**src/rtl/gray_pkg.sv**
```systemverilog
// Shared definitions for the Gray-code counter family.
//   GRAY_DEFAULT_WIDTH : default counter width in bits
//   bin2gray(b)        : reflected binary Gray encoding, b ^ (b >> 1)
//   gray2bin(g)        : Gray decoding via prefix XOR from the MSB down
// Both functions work on 64-bit zero-extended values; callers truncate to their width.
package gray_pkg;

    localparam int unsigned GRAY_DEFAULT_WIDTH = 32;

    function automatic logic [63:0] bin2gray(input logic [63:0] b);
        return b ^ (b >> 1);
    endfunction

    function automatic logic [63:0] gray2bin(input logic [63:0] g);
        logic [63:0] b;
        b[63] = g[63];
        for (int i = 62; i >= 0; i--) begin
            b[i] = b[i+1] ^ g[i];
        end
        return b;
    endfunction

endpackage

```
**src/rtl/gray_counter32_encode.sv**
```systemverilog
// gray_encode: combinational WIDTH-bit binary to reflected-binary Gray converter.
//   i_bin  : binary input
//   o_gray : Gray-coded output, i_bin ^ (i_bin >> 1)
module gray_encode #(
    parameter int unsigned WIDTH = 32
) (
    input  logic [WIDTH-1:0] i_bin,
    output logic [WIDTH-1:0] o_gray
);

    assign o_gray = i_bin ^ (i_bin >> 1);

endmodule

```
**src/rtl/gray_counter32.sv**
```systemverilog
// gray_counter32: free-running synchronous Gray-code counter.
//   clk   : rising-edge clock
//   reset : synchronous active-low reset, clears the count to zero
//   q     : registered Gray-coded count; exactly one bit toggles per counting edge
// A binary register carries the count; the Gray output is encoded from the next binary
// value and registered on the same edge, so q never sees a combinational input path.
module gray_counter32
    import gray_pkg::*;
#(
    parameter int unsigned WIDTH = GRAY_DEFAULT_WIDTH
) (
    input  logic             clk,
    input  logic             reset,
    output logic [WIDTH-1:0] q
);

    logic [WIDTH-1:0] r_bin;
    logic [WIDTH-1:0] r_q;
    logic [WIDTH-1:0] w_bin_next;
    logic [WIDTH-1:0] w_gray_next;

    // Modulo-2^WIDTH increment; the carry out of the MSB is dropped on wrap.
    assign w_bin_next = r_bin + WIDTH'(1);

    gray_encode #(
        .WIDTH (WIDTH)
    ) u_encode (
        .i_bin  (w_bin_next),
        .o_gray (w_gray_next)
    );

    always_ff @(posedge clk) begin
        if (!reset) begin
            r_bin <= '0;
            r_q   <= '0;
        end else begin
            r_bin <= w_bin_next;
            r_q   <= w_gray_next;
        end
    end

    assign q = r_q;

endmodule

```
**config.mk**
```make
export PLATFORM = sky130hd
export DESIGN_NAME = gray_counter32
export DESIGN_NICKNAME = d
export VERILOG_FILES = /design/src/rtl/gray_pkg.sv /design/src/rtl/gray_counter32_encode.sv /design/src/rtl/gray_counter32.sv
export SDC_FILE = /design/constraint.sdc
export NUM_CORES = 1
export LEC_CHECK = 0
export ABC_CLOCK_PERIOD_IN_PS = 5800
export CORE_UTILIZATION = 55
export CTS_BUF_LIST = sky130_fd_sc_hd__clkbuf_16
export DETAILED_ROUTE_END_ITERATION = 10
export PLACE_DENSITY = 0.78
export SYNTH_ARGS = -nofsm -noshare
export SYNTH_HDL_FRONTEND = slang
export SYNTH_SLANG_ARGS = --single-unit
```
**constraint.sdc**
```tcl
create_clock -name clk -period 5.8 [get_ports clk]
set_input_delay 1.45 -clock clk [delete_from_list [all_inputs] [get_ports clk]]
set_output_delay 1.45 -clock clk [all_outputs]
set_load 0.03 [all_outputs]
```
## After elaboration in Yosys (flattened, before gate mapping)

Cells that the tools add are included.

- Register bits: 64
- Logic and storage cells: 4

- Add/sub/neg operators: 1
- Bitwise operators: 1

Operators with widths:

| cell | number |
|---|---|
| $add A32 B1 Y32 const B | 1 |
| $xor A32 B31 Y32 | 1 |

## Logic depth before layout (Yosys ltp)

- Word-level depth: 2
- Gate-level depth with buffers: 9
- Mapped depth without buffers: 7

## Modules after synthesis

Synthesis repeated with hierarchy kept, for this count alone.

- Cell total of the unflattened synthesis: 305
- Area, all modules: 2994.1 um^2

By module, submodules not included:

| module | area each (um^2) | times used | cells an instance |
|---|---|---|---|
| gray_counter32 | 2715.1 | 1 | 273 |
| gray_encode | 279.0 | 1 | 32 |

## Worst setup path after synthesis

No wires, ideal clock.

- Kind: in2reg
- Start: in reset
- End: reg r_q[30], in the netlist q[30]
- Library setup time: 72 ps
- Setup slack: 3817 ps
- Data arrival time: 1912 ps
- Stages on the path: 4
- Buffers on the path: 2
- Path through: buf_6 clkbuf_1 nand2_1 mux2i_1

RTL lines:

| what | RTL line | source |
|---|---|---|
| start, declared | gray_counter32.sv:13 | `input logic reset,` |
| end signal, assigned | gray_counter32.sv:38 | `r_q <= w_gray_next;` |
| end, declared | gray_counter32.sv:18 | `logic [WIDTH-1:0] r_q;` |

==> parameters.txt <==
Parameter                              Value

Run status
  Result of the run    finished clean

Flow run
  Max-cap viol count    0

CTS
  Hold_buf cts    0
  CTS tree    yes
  Clock buffers created by TritonCTS    9
  Post-cts sizing count    0
  Insertion delay to the later sink of the worst-skew pair    about 0.33 ns
  Sink count of the clock tree    63
  Maximum root-to-sink buffer count    2
  Root buffer selected by CTS    sky130_fd_sc_hd__clkbuf_16
  Number of setup buffers added after CTS    0
  H-Tree Depth    3
  Clk slew on worst S/H paths    about 0.05 ns

STA
  Maximum clock frequency    351 MHz
  Fin crit share    0.491
  Max-slew violation count    0
  Transition at the pin with the smallest max-transition slack    0.695 ns
  Relative slew margins    0.537
  Setup_tns    0 ns
  Final setup violation count    0
  Number of hold-slack violations in the final timing report    0
  Final Skew    just under 0.01 ns
  Shortest clock period the worst path allows after layout    2.85 ns
  RSZ-0062 raised after global routing    false

Worst setup path
  Cells along the critical path    clkdlybuf4s50_1
  Cells on worst reg2reg path    7
  Data arrival time of the worst path    around 1.4 ns
  Crit path launch type    flop
  Worst setup EP type    primary output
  Number of buffer and inverter instances along the worst setup path    1
  Data required time at the worst endpoint    roughly 4.4 ns
  Worst path slowest cell    sky130_fd_sc_hd__clkdlybuf4s50_1
  Worst-path maximum fanout    4
  Cell family contributing the most delay on the critical path    buffers and inverters
  Reg2reg end    q[27]
  Register-to-Register Setup Slack    roughly 3.3 ns
  Critical path type    reg -> out
  Largest incremental delay on the critical path    approximately 0.7 ns
  R2R Path Start    r_bin[0]

Drt
  Number of routed nets with antenna violations    0
  Via count    2,131
  Vias per inst    between 5 and 6
  Iter 0 DRT Violations    92
  Residual DRC count    0
  Detailed Route WL    between 5 and 6 mm
  Wire length per cell    about 13 um
  DRT Pass-1 Iters    4

Synth
  Leading post-synthesis cells by cell area    sky130_fd_sc_hd__dfxtp_1 41%, sky130_fd_sc_hd__xor2_1 10%, sky130_fd_sc_hd__and2_1 7.6%, sky130_fd_sc_hd__xnor2_1 6.2%, sky130_fd_sc_hd__nor2b_1 4.8%
  Synthesis-stage register bit count    63
  Post-Syn Nets    approximately 330
  Average cell area after synthesis    ~9.7 um^2
  Proportion of synthesized chip area in sequential cells    0.405
  Syn Std Cell Area    3110 um^2
  Distinct cell type count of the synthesized netlist    between 40 and 50
  Yosys top cell area share    0.405
  Post-synthesis cell type with the largest combined area    sky130_fd_sc_hd__dfxtp_1
  Number of instances in the synthesized netlist    approximately 320
  Number of warning messages in the yosys log    0

Finish
  Post-route standard cell area excluding fillers    ~3700 um^2
  Area delta synth->final    17.6%
  Commonest non-fill, non-tap cell in the layout    sky130_fd_sc_hd__dfxtp_1
  Final design utilization    0.669
  Total number of nets in the final design    approximately 340
  Total inserted antenna cells    0
  Most frequent cells in the layout    63 x sky130_fd_sc_hd__dfxtp_1, 38 x sky130_fd_sc_hd__and2_1, 37 x sky130_fd_sc_hd__xor2_1
  Share of cells above drive strength 1    0.0841

Worst hold path
  Type of the worst min-delay path    reg -> reg
  Min-Delay Path Depth    2
  Endpoint of the worst hold-timing path    q[30]
  Worst Hold Launch    r_bin[31]

Floorplanning
  Die width    about 77 um
  Die Span Y    between 70 and 80 um
  I/O pin total    34
  Core outline area    between 5000 and 6000 um^2
  Total Die Area    around 6000 um^2
  Initial Util    0.569
  Num rows    27

Placed design
  Port Buffers    33
  DP Wirelength    about 3.3 mm
  Final GP Congestion    ~0.82
  Total cell area at the placement stage    3380 um^2

Power
  Proportion of total power due to net switching    0.207
  Maximum vdd ir drop    between 0.15 and 0.2 mV
  Psw    ~200 uW
  Total power density per cell area    about 270 nW/um^2
  Clk network pwr share    0.515
  Comb pwr share    0.035
  Flop pwr share    0.450
  Pint    ~780 uW
  Static power due to leakage    between 1 and 1.5 nW

Global routing
  Number of antenna violations at the first check in global routing    0
  Largest net degree at the start of global routing    65
  Gr usage total    0.195
  Overall overflow remaining after global route    0
  Via count of the first global-routing pass    1,995
  Wire length of the first global-routing pass    slightly above 9 mm
-- power groups by stage --
stage | clock (mW) | combinational (mW) | sequential, mW
6_report | 0.505 | 0.0348 | 0.441
3_5_place_dp | 0 | 0.0348 | 0.450
4_1_cts | 0.512 | 0.0353 | 0.441
2_1_floorplan | 0 | 0.0226 | 0.454
3_3_place_gp | 0 | 0.0350 | 0.450
5_1_grt | 0.530 | 0.0383 | 0.441
-- per-stage QoR --
| stage | hold WS, ns | power, mW | std cells | setup slack [ns] |
|---|---|---|---|---|
| 2_1_floorplan | 0.466 | 0.477 | 322 | 3.82 |
| 3_3_place_gp | 0.483 | 0.485 | 401 | 3.20 |
| 3_5_place_dp | 0.494 | 0.485 | 401 | 3.17 |
| 5_1_grt | 0.536 | 1.01 | 417 | 2.91 |
| 6_report | 0.502 | 0.981 | 417 | 2.95 |
| 4_1_cts | 0.508 | 0.989 | 417 | 2.94 |
-- layout make-up --
class                      instances  area, um^2
clock buffer                       9         225
fill                             469        1810
timing repair buffer              34         338
multi-input combinational        232        1690
sequential                        63        1260
tap                               72        90.1
clock inverter                     7        56.3
-- worst max-delay path by stage --
stage	startpoint	to	cells past startpoint
6_report	r_bin[31]	q[31]	1
5_1_grt	r_bin[31]	q[31]	1
4_1_cts	r_bin[31]	q[31]	1
3_5_place_dp	reset	q[30]	4
3_3_place_gp	reset	q[30]	4
2_1_floorplan	reset	q[30]	4
-- logic make-up after synthesis --
kind of cell             after synthesis  synth area share
AO/OA/AOI/OAI                         28            0.0623
XOR/XNOR                              60             0.171
adder cells (fa/ha/maj)                1           0.00402
buffers and inverters                 27            0.0514
flip-flops                            63             0.405
multiplexers                           3           0.00965
AND/OR/NAND/NOR                      140             0.296
-- layer usage --
metal	GRT usage	share of wire	routed length [um]
met5	0	0	0
met4	0.136	0.028	148
met1	0.248	0.47	2480
met3	0.0417	0.034	179
met2	0.293	0.46	2440
-- flip-flops by register name (all words and copies together) (netlist names) --
signal  count
r_bin      32
q          31
-- synthesized netlist by cell type, drive strengths merged --
library cell,number
dfxtp,63
and2,38
xor2,38
nor2b,24
xnor2,22
nand3,21
clkbuf,14
nand2,13
buf,12
nand4,12
nor2,10
a21oi,9
nor3,6
and4,4
o21ai,4
a21o,3
a2bb2oi,3
and3,3
and3b,3
mux2i,3
nor4,3
a22oi,2
o211ai,2
o32ai,2
a31oi,1
a41o,1
clkdlybuf4s18,1
ha,1
nand2b,1
o41ai,1
or3,1
or4,1
Note: power is estimated with default switching activity, not from simulation.
